### config.mk
export PLATFORM = sky130hd
export DESIGN_NAME = proj_sorter_ctrl
export DESIGN_NICKNAME = d
export VERILOG_FILES = /design/src/rtl/proj_pkg.sv /design/src/rtl/proj_sorter.sv /design/src/rtl/proj_sorter_ctrl.sv
export SDC_FILE = /design/constraint.sdc
export NUM_CORES = 1
export LEC_CHECK = 0
export CAP_MARGIN = 20
export CELL_PAD_IN_SITES_DETAIL_PLACEMENT = 0
export CELL_PAD_IN_SITES_GLOBAL_PLACEMENT = 2
export CORE_MARGIN = 3
export CORE_UTILIZATION = 37
export DETAILED_ROUTE_END_ITERATION = 6
export PLACE_DENSITY_LB_ADDON = 0.3
export SLEW_MARGIN = 20
export SYNTH_ARGS = -nofsm -noshare
export SYNTH_HDL_FRONTEND = slang
export SYNTH_SLANG_ARGS = --single-unit
### constraint.sdc
create_clock -name in_clk -period 4.4 [get_ports in_clk]
set_input_delay 0.44 -clock in_clk [delete_from_list [all_inputs] [get_ports in_clk]]
set_output_delay 0.44 -clock in_clk [all_outputs]
set_load 0.005 [all_outputs]
### src/rtl/proj_pkg.sv
// Shared types and constants for the sorter controller slice.
// Holds the controller state enum, default widths and the packing helper.
package proj_pkg;

   localparam int SORTER_EXTENDER_INDICES_COUNT = 4;
   localparam int INDICE_LEN                    = 8;
   localparam int HASHER_SORTER_SIGNATURE       = 16;
   localparam int SORTER_CTRL_COUNT_W           = 16;

   typedef enum logic [1:0] {
      ST_IDLE  = 2'd0,
      ST_CLEAR = 2'd1,
      ST_FEED  = 2'd2,
      ST_DONE  = 2'd3
   } sorter_ctrl_state_e;

   // Signature in the upper bits so that a plain compare of packed words
   // orders elements by signature first.
   function automatic logic [HASHER_SORTER_SIGNATURE+INDICE_LEN-1:0] signature_index_pack(
      input logic [HASHER_SORTER_SIGNATURE-1:0] sig,
      input logic [INDICE_LEN-1:0]              idx
   );
      return {sig, idx};
   endfunction

endpackage

### src/rtl/proj_sorter.sv
// Keeps the INDICES_COUNT smallest (signature, index) pairs seen since reset.
// Slot 0 holds the smallest signature. Ties keep the earlier element first.
// Empty slots hold signature all-ones / index 0, so feeding all-ones is a no-op.
module proj_sorter #(
   parameter int INDICES_COUNT = proj_pkg::SORTER_EXTENDER_INDICES_COUNT,
   parameter int INDICE_LEN    = proj_pkg::INDICE_LEN,
   parameter int SIGNATURE_LEN = proj_pkg::HASHER_SORTER_SIGNATURE
) (
   input  logic                                    i_clk,
   input  logic                                    i_rst_n,
   input  logic [SIGNATURE_LEN-1:0]                i_signature,
   input  logic [INDICE_LEN-1:0]                   i_index,
   output logic [INDICES_COUNT-1:0][INDICE_LEN-1:0] o_idx
);

   logic [INDICES_COUNT-1:0][SIGNATURE_LEN-1:0] r_sig;
   logic [INDICES_COUNT-1:0][INDICE_LEN-1:0]    r_idx;
   logic [INDICES_COUNT-1:0][SIGNATURE_LEN-1:0] w_sig_nxt;
   logic [INDICES_COUNT-1:0][INDICE_LEN-1:0]    w_idx_nxt;
   logic [INDICES_COUNT-1:0]                    w_lt;

   // Slots are sorted, so w_lt is a thermometer code: the first set bit is
   // the insertion point, slots after it shift down by one.
   for (genvar g = 0; g < INDICES_COUNT; g++) begin : g_slot
      assign w_lt[g] = (i_signature < r_sig[g]);
      if (g == 0) begin : g_head
         assign w_sig_nxt[g] = w_lt[g] ? i_signature : r_sig[g];
         assign w_idx_nxt[g] = w_lt[g] ? i_index     : r_idx[g];
      end else begin : g_body
         assign w_sig_nxt[g] = !w_lt[g] ? r_sig[g] : (w_lt[g-1] ? r_sig[g-1] : i_signature);
         assign w_idx_nxt[g] = !w_lt[g] ? r_idx[g] : (w_lt[g-1] ? r_idx[g-1] : i_index);
      end
   end

   // Slot storage; reset empties every slot.
   always_ff @(posedge i_clk or negedge i_rst_n) begin
      if (!i_rst_n) begin
         r_sig <= '1;
         r_idx <= '0;
      end else begin
         r_sig <= w_sig_nxt;
         r_idx <= w_idx_nxt;
      end
   end

   assign o_idx = r_idx;

endmodule

### src/rtl/proj_sorter_ctrl.sv
// Document sequencer around proj_sorter: clears the sorter, feeds one
// document of elements, then presents the K smallest indices.
// Optional build macro PROJ_SORTER_CTRL_MAXLEN_EN: ends a document after
// MAX_ELEMS elements and flags it on out_truncated.
//
// state | meaning
// IDLE  | waiting for in_start
// CLEAR | sorter held in reset for one cycle, count cleared
// FEED  | accepting elements until in_last (or length limit)
// DONE  | result presented until taken by in_ready
module proj_sorter_ctrl
   import proj_pkg::*;
#(
   parameter int INDICES_COUNT = proj_pkg::SORTER_EXTENDER_INDICES_COUNT,
   parameter int INDICE_LEN    = proj_pkg::INDICE_LEN,
   parameter int SIGNATURE_LEN = proj_pkg::HASHER_SORTER_SIGNATURE,
   parameter int COUNT_W       = proj_pkg::SORTER_CTRL_COUNT_W,
   parameter int MAX_ELEMS     = 1024
) (
   input  logic                                    in_clk,
   input  logic                                    in_rst_n,
   input  logic                                    in_start,
   input  logic                                    in_valid,
   output logic                                    out_ready,
   input  logic [SIGNATURE_LEN-1:0]                in_signature,
   input  logic [INDICE_LEN-1:0]                   in_index,
   input  logic                                    in_last,
   output logic                                    out_valid,
   input  logic                                    in_ready,
   output logic [INDICES_COUNT-1:0][INDICE_LEN-1:0] out_smallest_idx,
   output logic [COUNT_W-1:0]                      out_count,
   output logic                                    out_busy
`ifdef PROJ_SORTER_CTRL_MAXLEN_EN
   ,
   output logic                                    out_truncated
`endif
);

   if (MAX_ELEMS < 1) begin : g_bad_max_elems
      $error("proj_sorter_ctrl: MAX_ELEMS must be at least 1");
   end

   sorter_ctrl_state_e          r_state;
   sorter_ctrl_state_e          w_state_nxt;
   logic                        r_clear_n;
   logic [COUNT_W-1:0]          r_count;
   logic [COUNT_W-1:0]          w_count_inc;
   logic                        w_xfer;
   logic                        w_hit_max;
   logic                        w_sorter_rst_n;
   logic [SIGNATURE_LEN-1:0]    w_feed_sig;
   logic [INDICE_LEN-1:0]       w_feed_idx;

   assign w_xfer      = in_valid & out_ready;
   assign w_count_inc = r_count + 1'b1;

`ifdef PROJ_SORTER_CTRL_MAXLEN_EN
   logic r_truncated;

   assign w_hit_max     = w_xfer & ~in_last & (w_count_inc == COUNT_W'(MAX_ELEMS));
   assign out_truncated = r_truncated;

   // Truncation flag: set by the limit-reaching transfer, cleared per document.
   always_ff @(posedge in_clk or negedge in_rst_n) begin
      if (!in_rst_n) begin
         r_truncated <= 1'b0;
      end else if (r_state == ST_CLEAR) begin
         r_truncated <= 1'b0;
      end else if (w_hit_max) begin
         r_truncated <= 1'b1;
      end
   end
`else
   assign w_hit_max = 1'b0;
`endif

   // State register.
   always_ff @(posedge in_clk or negedge in_rst_n) begin
      if (!in_rst_n) begin
         r_state <= ST_IDLE;
      end else begin
         r_state <= w_state_nxt;
      end
   end

   // Next-state decode.
   always_comb begin
      w_state_nxt = r_state;
      case (r_state)
         ST_IDLE:  if (in_start) w_state_nxt = ST_CLEAR;
         ST_CLEAR: w_state_nxt = ST_FEED;
         ST_FEED:  if (w_xfer && (in_last || w_hit_max)) w_state_nxt = ST_DONE;
         ST_DONE:  if (in_ready) w_state_nxt = ST_IDLE;
         default:  w_state_nxt = ST_IDLE;
      endcase
   end

   // Handshake and status outputs, decoded from the state alone.
   always_comb begin
      out_ready = 1'b0;
      out_valid = 1'b0;
      out_busy  = 1'b1;
      case (r_state)
         ST_IDLE: out_busy  = 1'b0;
         ST_FEED: out_ready = 1'b1;
         ST_DONE: out_valid = 1'b1;
         default: ;
      endcase
   end

   // Sorter clear strobe: low exactly while the state is CLEAR.
   always_ff @(posedge in_clk or negedge in_rst_n) begin
      if (!in_rst_n) begin
         r_clear_n <= 1'b1;
      end else begin
         r_clear_n <= (w_state_nxt != ST_CLEAR);
      end
   end

   // Accepted-element counter, saturating, held through DONE.
   always_ff @(posedge in_clk or negedge in_rst_n) begin
      if (!in_rst_n) begin
         r_count <= '0;
      end else if (r_state == ST_CLEAR) begin
         r_count <= '0;
      end else if (w_xfer && !(&r_count)) begin
         r_count <= w_count_inc;
      end
   end

   assign out_count      = r_count;
   assign w_sorter_rst_n = in_rst_n & r_clear_n;

   // Idle cycles feed the neutral element so the sorter state is untouched.
   assign w_feed_sig = w_xfer ? in_signature : '1;
   assign w_feed_idx = w_xfer ? in_index     : '0;

   proj_sorter #(
      .INDICES_COUNT (INDICES_COUNT),
      .INDICE_LEN    (INDICE_LEN),
      .SIGNATURE_LEN (SIGNATURE_LEN)
   ) u_sorter (
      .i_clk       (in_clk),
      .i_rst_n     (w_sorter_rst_n),
      .i_signature (w_feed_sig),
      .i_index     (w_feed_idx),
      .o_idx       (out_smallest_idx)
   );

endmodule

==> flow_results.xml <==
<?xml version="1.0" encoding="UTF-8"?>
<metrics>
  <group name="run_status">
    <metric name="outcome" unit="">completed</metric>
  </group>
  <group name="power_and_ir_drop">
    <metric name="power.total" unit="mW">7.861</metric>
    <metric name="power.leakage" unit="nW">4.175</metric>
    <metric name="cellPowerDensity" unit="nW/um^2">899.7</metric>
    <metric name="vdd_ir_drop_max" unit="V">0.0004890</metric>
  </group>
  <group name="die">
    <metric name="die_x" unit="um">143.1</metric>
    <metric name="die_area" unit="um^2">20480</metric>
    <metric name="rows" unit="">49</metric>
    <metric name="die_height" unit="um">143.1</metric>
    <metric name="core-area" unit="um^2">18210</metric>
    <metric name="start_util" unit="%">38.19</metric>
    <metric name="ioPinCount" unit="">81</metric>
  </group>
  <group name="worst_setup_path">
    <metric name="critPathRequiredTime" unit="ns">4.71</metric>
    <metric name="cpMaxStageDelayCell" unit="">o31ai_4</metric>
    <metric name="end_kind" unit="">flip-flop</metric>
    <metric name="r2r-start" unit="">r_state[0]$_DFF_PN0_</metric>
    <metric name="r2r_end" unit="">u_sorter.o_idx[30]$_DFFE_PN0N_</metric>
    <metric name="critical-path-max-stage-delay" unit="ns">0.75</metric>
    <metric name="crit_fanout" unit="">15</metric>
    <metric name="crit_top_cell" unit="">mux2_2</metric>
    <metric name="ff2ff_setup_slack" unit="ns">0.57</metric>
    <metric name="timing.critical_path.arrival" unit="ns">4.14</metric>
    <metric name="reg2reg_depth" unit="">11</metric>
    <metric name="cp-startpoint" unit="">r_state[0]$_DFF_PN0_</metric>
    <metric name="start_kind" unit="">flip-flop</metric>
    <metric name="critPathKind" unit="">reg2reg</metric>
    <metric name="setup.worst_path.end" unit="">u_sorter.o_idx[30]$_DFFE_PN0N_</metric>
    <metric name="timing.critical_path.cells" unit="">and3b_1 -&gt; buf_12 -&gt; nand2b_1 -&gt; ha_1 -&gt; a211oi_1 -&gt; o21bai_1 -&gt; a41oi_1 -&gt; o31ai_4 -&gt; buf_4 -&gt; mux2_2 -&gt; mux2_2</metric>
  </group>
  <group name="synthesis">
    <metric name="synth_adder_area_share" unit="%">10.98</metric>
    <metric name="synth_cell_types" unit="">49</metric>
    <metric name="synthXorXnorAreaFrac" unit="%">1.008</metric>
    <metric name="avgSynthCellArea" unit="um^2">10.58</metric>
    <metric name="synth_compound_gate_area_share" unit="%">10.27</metric>
    <metric name="synth_top_area_cell" unit="">dfstp_2</metric>
    <metric name="syn_inst" unit="">657</metric>
    <metric name="synthesis.area" unit="um^2">6954</metric>
    <metric name="synth_enable_flop_cells" unit="">0</metric>
    <metric name="async_flop_share" unit="%">100.0</metric>
    <metric name="syn_nets" unit="">748</metric>
    <metric name="synthSimpleGateAreaFrac" unit="%">9.590</metric>
    <metric name="synthMuxAreaShare" unit="%">19.70</metric>
    <metric name="synth_area_leaders" unit="">dfstp_2 (25%), dfrtp_1 (18%), ha_1 (11%)</metric>
    <metric name="count_of_yosys_warnings_during_synthesis" unit="">0</metric>
    <metric name="post-synth-top-area-fraction" unit="%">24.56</metric>
    <metric name="dominant_combinational_cell_family_by_area_after_synthesis" unit="">multiplexers</metric>
    <metric name="yosys_register_bits" unit="">115</metric>
    <metric name="flip_flop_cell_with_the_highest_count_after_synthesis" unit="">dfstp_2</metric>
    <metric name="seq_area_frac_synth" unit="%">42.55</metric>
  </group>
  <group name="cts">
    <metric name="insertion_delay" unit="ns">0.42</metric>
    <metric name="path_clk_slew" unit="ns">0.07</metric>
    <metric name="max_root_sink_buffers" unit="">2</metric>
    <metric name="post_cts_hold_buffer_count" unit="">0</metric>
    <metric name="cts_made_buffers" unit="">17</metric>
    <metric name="post-cts-setup-buffers" unit="">0</metric>
    <metric name="cts_max_level" unit="">4</metric>
    <metric name="postCtsResizedCells" unit="">0</metric>
    <metric name="cts_sinks" unit="">115</metric>
    <metric name="clockRootBuffer" unit="">clkbuf_16</metric>
    <metric name="clock_tree_from_tritoncts" unit="">yes</metric>
  </group>
  <group name="cells_and_area">
    <metric name="final_cells" unit="">993</metric>
    <metric name="layout-drive-gt1-share" unit="%">24.08</metric>
    <metric name="fillers" unit="">1676</metric>
    <metric name="num_antenna_cells" unit="">0</metric>
    <metric name="highest_count_cells_in_the_layout_ignoring_fill_and_taps" unit="">clkdlybuf4s50_1 (80), mux2i_1 (72), inv_1 (71), dfstp_2 (65), ha_1 (61)</metric>
    <metric name="final_nets" unit="">842</metric>
    <metric name="area_growth_syn_to_layout" unit="%">25.64</metric>
    <metric name="final_common_cell" unit="">clkdlybuf4s50_1</metric>
  </group>
  <group name="detailed_routing">
    <metric name="wl" unit="um">16440</metric>
    <metric name="drtPass1Iterations" unit="">4</metric>
    <metric name="drc" unit="">0</metric>
    <metric name="detail_route.vias_per_cell" unit="">5.042</metric>
    <metric name="routedWlPerCell" unit="um">16.56</metric>
    <metric name="vias" unit="">5007</metric>
    <metric name="final_antenna_net_count" unit="">0</metric>
    <metric name="detail_route.iter0.violations" unit="">172</metric>
  </group>
  <group name="placed_design">
    <metric name="detailed_place_hpwl" unit="um">11770</metric>
    <metric name="dpl_worst_slack" unit="ns">0.1189</metric>
    <metric name="gpl.final_weighted_congestion" unit="">0.7699</metric>
    <metric name="io_buffer_count" unit="">80</metric>
    <metric name="dpl.cell_count" unit="">961</metric>
  </group>
  <group name="sta">
    <metric name="setup_viol" unit="">0</metric>
    <metric name="worst_clock_skew" unit="ns">0.009443</metric>
    <metric name="final_slew_viol_count" unit="">0</metric>
    <metric name="share_of_the_cycle_needed_by_the_critical_path_after_routing" unit="%">86.99</metric>
    <metric name="postLayoutSetupSlackWorst" unit="ns">0.5723</metric>
    <metric name="fmaxAchievable" unit="MHz">261.3</metric>
    <metric name="timing.slew.headroom" unit="%">34.98</metric>
    <metric name="timing.setup.tns" unit="ns">0</metric>
    <metric name="fin_hold_ws" unit="ns">0.3508</metric>
    <metric name="hold_violations" unit="">0</metric>
    <metric name="timing.final.crit_period" unit="ns">3.828</metric>
    <metric name="worst_slew_pin_slew" unit="ns">0.9732</metric>
    <metric name="grt_setup_unrepaired" unit="">no</metric>
  </group>
  <group name="global_routing">
    <metric name="overall_global_routing_resource_usage" unit="%">17.42</metric>
    <metric name="grt_start_max_net_pins" unit="">54</metric>
    <metric name="first_global_vias" unit="">5397</metric>
    <metric name="globalRoute.totalOverflow" unit="">0</metric>
    <metric name="grt_pass1_wl" unit="um">28230</metric>
    <metric name="antenna_violations_before_repair" unit="">0</metric>
  </group>
  <group name="hold_path">
    <metric name="worst_hold_path_type" unit="">in2async</metric>
  </group>
  <group name="flow_run">
    <metric name="maxCapViolCount" unit="">0</metric>
  </group>
</metrics>
[power by group]
part	switching (mW)	internal [mW]
sequential	0.330	1.74
clock	0.581	0.804
combinational	2.29	2.11
[metrics by stage]
| stage | utilization [%] | instance area [um^2] |
|---|---|---|
| after global placement | 44.77 | 8152 |
| after CTS | 47.98 | 8737 |
| after floorplan | - | 6954 |
| after detailed placement | 44.77 | 8152 |
| final | 47.98 | 8737 |
| after global routing | 47.98 | 8737 |
[worst min-delay path by stage]
stage | from | to | slack [ns]
floorplan | in_rst_n | out_count[0]$_DFFE_PN0P_ | 0.14
detailed placement | u_sorter.r_sig[27]$_DFFE_PN1N_ | u_sorter.r_sig[27]$_DFFE_PN1N_ | 0.48
global route | in_rst_n | out_count[11]$_DFFE_PN0P_ | 0.37
CTS | in_rst_n | out_count[12]$_DFFE_PN0P_ | 0.35
finish | in_rst_n | out_count[11]$_DFFE_PN0P_ | 0.35
global placement | u_sorter.r_sig[31]$_DFFE_PN1N_ | u_sorter.r_sig[31]$_DFFE_PN1N_ | 0.47
[area by class of cell]
cell class	count	area, um^2	share of cell area [%]
clock buffer	17	425.4	4.869
clock inverter	15	160.2	1.833
inverter	71	266.5	3.050
multi-input combinational	444	3623	41.47
sequential	115	2959	33.87
tap	229	286.5	3.279
timing repair buffer	102	1016	11.63
[routing by layer]
metal	global-route usage, %	part of all wire (%)	vias to the layer above
met5	0	0	-
met4	5.153	1.3	0
met3	4.387	3.1	17
met2	28.54	48	66
met1	22.84	48	2430
li1	-	-	2494
[synthesized netlist by cell type (6+ instances only)]
cell type and n:
dfrtp_1 50, nand2b_1 17, nand3_1 14, clkbuf_1 13, o21ai_0 52, a211oi_1 6
and4_1 6, inv_1 71, and2_1 9, dfstp_2 65, nand2_1 56, a21o_1 8
xnor2_1 7, buf_2 7, nor2_1 16, ha_1 61, a21oi_1 16, a31oi_1 6
mux2_2 55, mux2i_1 72
[cell families after synthesis]
| family | Yosys count |
|---|---|
| flops | 115 |
| mux | 129 |
| buf+inv | 98 |
| simple gates | 134 |
| compound gates | 112 |
| fa+ha+maj | 61 |
| xor+xnor | 8 |
[critical path: cells and delay by family, from the launching register on]
kind / cells / cell delay, ns
AND/OR/NAND/NOR: 2 / 0.51
buffers and inverters: 2 / 0.45
flip-flops: 1 / 0.45
AO/OA/AOI/OAI: 4 / 1.31
adder cells (fa/ha/maj): 1 / 0.38
multiplexers: 2 / 0.59
[flip-flops by register name, indices dropped and copies added (netlist names)]
name,cells
out_count,16
r_clear_n,1
r_state,2
u_sorter.o_idx,32
u_sorter.r_sig,64
No activity file was read; power rests on OpenSTA's default activity.
